==> config.mk <==
export PLATFORM = sky130hd
export DESIGN_NAME = cms_unmask_3rdorder
export DESIGN_NICKNAME = d
export VERILOG_FILES = /design/src/rtl/cms_unmask_3rdorder.sv
export SDC_FILE = /design/constraint.sdc
export NUM_CORES = 1
export LEC_CHECK = 0
export BUFFER_PORTS_ARGS = -buffer_cell sky130_fd_sc_hd__buf_4
export CAP_MARGIN = 15
export CORE_MARGIN = 5
export CORE_UTILIZATION = 34
export DETAILED_ROUTE_END_ITERATION = 12
export GPL_TIMING_DRIVEN = 0
export PLACE_DENSITY = 0.52
export SYNTH_ARGS = -nofsm -noshare
export SYNTH_HDL_FRONTEND = slang
export SYNTH_SLANG_ARGS = --single-unit
==> constraint.sdc <==
create_clock -name clk_i -period 2.1 [get_ports clk_i]
set_clock_uncertainty 0.05 [all_clocks]
set_input_delay 0.42 -clock clk_i [delete_from_list [all_inputs] [get_ports clk_i]]
set_output_delay 0.42 -clock clk_i [all_outputs]
set_load 0.02 [all_outputs]
==> src/rtl/cms_unmask_3rdorder.sv <==
// Share decoder for the 3rd-order CMS AND gadget: folds the four shares of one word
// into an accumulator, one share per cycle, and presents the unmasked result on valid/ready.
module cms_unmask_3rdorder #(
    parameter int WIDTH = 1,
    parameter int CNT_W = 8
) (
    input  logic             clk_i,
    input  logic             rst_i,
    input  logic [WIDTH-1:0] S0_i,
    input  logic [WIDTH-1:0] S1_i,
    input  logic [WIDTH-1:0] S2_i,
    input  logic [WIDTH-1:0] S3_i,
    input  logic             valid_i,
    output logic             ready_o,
    output logic [WIDTH-1:0] data_o,
    output logic             valid_o,
    input  logic             ready_i,
    output logic             busy_o,
    output logic [CNT_W-1:0] count_o,
    output logic [1:0]       dbg_state_o
);

    // Handshake: a transfer happens on a rising edge where valid and ready are both high;
    // ready_o never looks at valid_i, and valid_o/data_o stay stable until ready_i is seen.
    typedef enum logic [1:0] {
        IDLE = 2'd0,
        FOLD = 2'd1,
        DONE = 2'd2
    } state_t;

    state_t           state;
    logic [WIDTH-1:0] acc;
    logic [WIDTH-1:0] sh1;
    logic [WIDTH-1:0] sh2;
    logic [WIDTH-1:0] sh3;
    logic [1:0]       k;
    logic [CNT_W-1:0] count;

    always_ff @(posedge clk_i) begin
        if (rst_i) begin
            state <= IDLE;
            acc   <= '0;
            sh1   <= '0;
            sh2   <= '0;
            sh3   <= '0;
            k     <= 2'd0;
            count <= '0;
        end else begin
            case (state)
                IDLE: begin
                    if (valid_i) begin
                        acc   <= S0_i;
                        sh1   <= S1_i;
                        sh2   <= S2_i;
                        sh3   <= S3_i;
                        k     <= 2'd1;
                        state <= FOLD;
                    end
                end
                FOLD: begin
                    // Each share is cleared as soon as it has been absorbed.
                    case (k)
                        2'd1: begin
                            acc <= acc ^ sh1;
                            sh1 <= '0;
                        end
                        2'd2: begin
                            acc <= acc ^ sh2;
                            sh2 <= '0;
                        end
                        2'd3: begin
                            acc   <= acc ^ sh3;
                            sh3   <= '0;
                            state <= DONE;
                        end
                        default: ;
                    endcase
                    k <= k + 2'd1;
                end
                DONE: begin
                    if (ready_i) begin
                        acc   <= '0;
                        state <= IDLE;
                        if (count != {CNT_W{1'b1}})
                            count <= count + 1'b1;
                    end
                end
                default: state <= IDLE;
            endcase
        end
    end

    assign ready_o     = (state == IDLE);
    assign valid_o     = (state == DONE);
    assign data_o      = valid_o ? acc : '0;
    assign busy_o      = (state != IDLE);
    assign count_o     = count;
    assign dbg_state_o = state;

endmodule

==> results_dict.tcl <==
set metrics [dict create \
    dr_total_vias 866 \
    yosys.area_share.simple 0.246 \
    clock_tree.root_cell "clkbuf_4" \
    fp.dieH_um 63.2 \
    numCtsBuffers 3 \
    place.gp.congestion 0.808 \
    cts_resized 0 \
    n_fill_cell 280 \
    grt_pass1_vias 804 \
    syn_area_um2 962 \
    n_antenna_cell 0 \
    path_max_fanout 8 \
    pin_count 22 \
    syn-num-nets 128 \
    maxCapViolCount 0 \
    drc 0 \
    slew_viol_final 0 \
    synthMuxAreaShare 0.0221 \
    synth_compound_area_frac 0.233 \
    synthXorXnorAreaFrac 0.00910 \
    drive_above_1_share 0.231 \
    rsz0062_at_grt "false" \
    wire_per_inst_um 13.3 \
    portBuffers 20 \
    antenna_found_initial 0 \
    clk_pin_slew_ps 90 \
    vias_per_cell 5.25 \
    fmax_mhz 522 \
    grt_pass1_wl_um 3830 \
    design_area_um2 1170 \
    clock_sinks 16 \
    async_flop_share 0 \
    synth_top_family_by_area "simple AND/OR/NAND/NOR gates" \
    power_density_nw_per_um2 599 \
    grt_usage 0.118 \
    max-vdd-ir-drop_uv 382 \
    crit_type "reg2out" \
    hp-class "in2reg" \
    finalSetupTns_ps 0 \
    grt-ovfl-total 0 \
    dp_hpwl_um 1660 \
    fin_crit_sh 0.913 \
    htree_levels 1 \
    worstSetupEndpointType "primary output" \
    die_x_um 63.2 \
    yosys_warnings 0 \
    synthCells 111 \
    fin_nets 153 \
    synth_edf_count 0 \
    grt_max_degree 11 \
    p_leak_uw 0.000481 \
    fin_crit_ps 1920 \
    dr.pass1.iters 4 \
    start_util 0.352 \
    ant_nets 0 \
    row_count 19 \
    dr.first_iter.drc_count 32 \
    worstSetupStartpointType "flip-flop" \
    required_ps 1630 \
    clock_latency_ps 280 \
    hold_buffers 0 \
    worstMarginPinSlew_ps 339 \
    synth_ff_type "dfxtp_1" \
    syn_to_final_growth_pct 22.0 \
    hold_violations 0 \
    status "finished clean" \
    setup_violations 0 \
    synth_cell_type_count 36 \
    synth_fa_ha_area_frac 0.117 \
    yosys_register_bits 16 \
    cts_setup_buffers 0 \
    synth-seq-area-share 0.333 \
    post_dp_cell_area_um2 1150 \
    cts_max_path_buffers 2 \
    routed_wl_um 2190 \
    core_area_um2 2730 \
    syn_area_per_cell_um2 8.67 \
    slew_headroom 0.774 \
    cts_tree "done" \
    die-area_um2 3990 \
    cp.arrival_ps 1450 \
]
## worst max-delay path, stage by stage (launching register included)
cell and delay, ps:
dfxtp_1 410, inv_1 110, ha_1 300, and2_1 190
buf_4 150
## layout by cell type, fill, tap and decap left out, types with 2 or more instances in the layout
| cell type | n |
|---|---|
| a31oi_1 | 2 |
| inv_1 | 6 |
| or3_1 | 2 |
| a21oi_1 | 10 |
| a311oi_1 | 4 |
| nand2b_1 | 3 |
| ha_1 | 9 |
| nand2_1 | 6 |
| nand3_1 | 5 |
| nor2_1 | 12 |
| nor2b_1 | 6 |
| dfxtp_1 | 16 |
| o21ai_0 | 5 |
| clkbuf_4 | 4 |
| buf_4 | 20 |
| a211oi_1 | 3 |
## power breakdown
part / total, uW / leakage, uW / internal, uW / switching (uW)
clock: 163 / 0.0000138 / 66.5 / 96.3
sequential: 341 / 0.000130 / 322 / 18.9
combinational: 199 / 0.000337 / 89.0 / 110
## cell type report
type                    count  area [um^2]  area share
plain buffers               2         12.5      0.0107
clock buffers               3         22.5      0.0192
inverters                   7         26.3      0.0224
multi-input cells          86          603       0.514
flip-flops and latches     16          320       0.273
well taps                  31         38.8      0.0330
repair buffers             20          150       0.128
## metal layers
metal  global-route usage  vias up  wire [um]  share of wire
met5                    0        -          0              0
met4               0.0234        0         18         0.0082
met3               0.0480        2         92          0.042
met2                0.165       13        990           0.45
met1                0.169      402       1090           0.50
li1                     -      449          -              -
## metrics by stage
stage | worst slack [ps] | hold slack [ps] | utilization | total power (uW) | cells
after global routing | 69.7 | 367 | 0.429 | 760 | 165
final | 183 | 372 | 0.429 | 704 | 165
after CTS | 158 | 360 | 0.429 | 719 | 165
after floorplan | 234 | 416 | - | 490 | 111
after detailed placement | 314 | 445 | 0.421 | 551 | 162
after global placement | 328 | 434 | 0.421 | 549 | 162
## cells in the mapped netlist (2+ instances only)
cell type / count / share of area
nor2b_1: 6 / 0.039
nand2b_1: 3 / 0.020
nor2_1: 12 / 0.047
a21oi_1: 10 / 0.052
nand3_1: 5 / 0.026
a211oi_1: 3 / 0.023
a31oi_1: 2 / 0.013
a311oi_1: 4 / 0.036
or3_1: 2 / 0.013
ha_1: 9 / 0.12
nand2_1: 6 / 0.023
dfxtp_1: 16 / 0.33
inv_1: 6 / 0.023
o21ai_0: 5 / 0.026
## kinds of logic (layout without fill, tap and decap cells)
kind of cell | Yosys count | after routing
flip-flops | 16 | 16
AND/OR/NAND/NOR | 43 | 43
multiplexers | 2 | 2
adder cells (fa/ha/maj) | 9 | 9
AO/OA/AOI/OAI | 31 | 31
buffers and inverters | 9 | 32
XOR/XNOR | 1 | 1
## final timing paths
check                                    from  slack [ps]  cells after the start                 endpoint
setup / recovery  dbg_state_o[0]$_SDFFE_PP0P_         180                      4                   data_o
hold / removal                          rst_i         370                      2  count_o[2]$_SDFFE_PP0P_
setup reg to reg  dbg_state_o[0]$_SDFFE_PP0P_         320                      6         acc$_SDFFE_PP0P_
hold reg to reg              sh3$_SDFFE_PP0P_         450                      2         sh3$_SDFFE_PP0P_
## registers in the layout, indices dropped and copies added, names as in the netlist
signal	count
sh3	1
dbg_state_o	2
sh2	1
k	2
sh1	1
count_o	8
acc	1
Power figures use the tool's default switching activity.
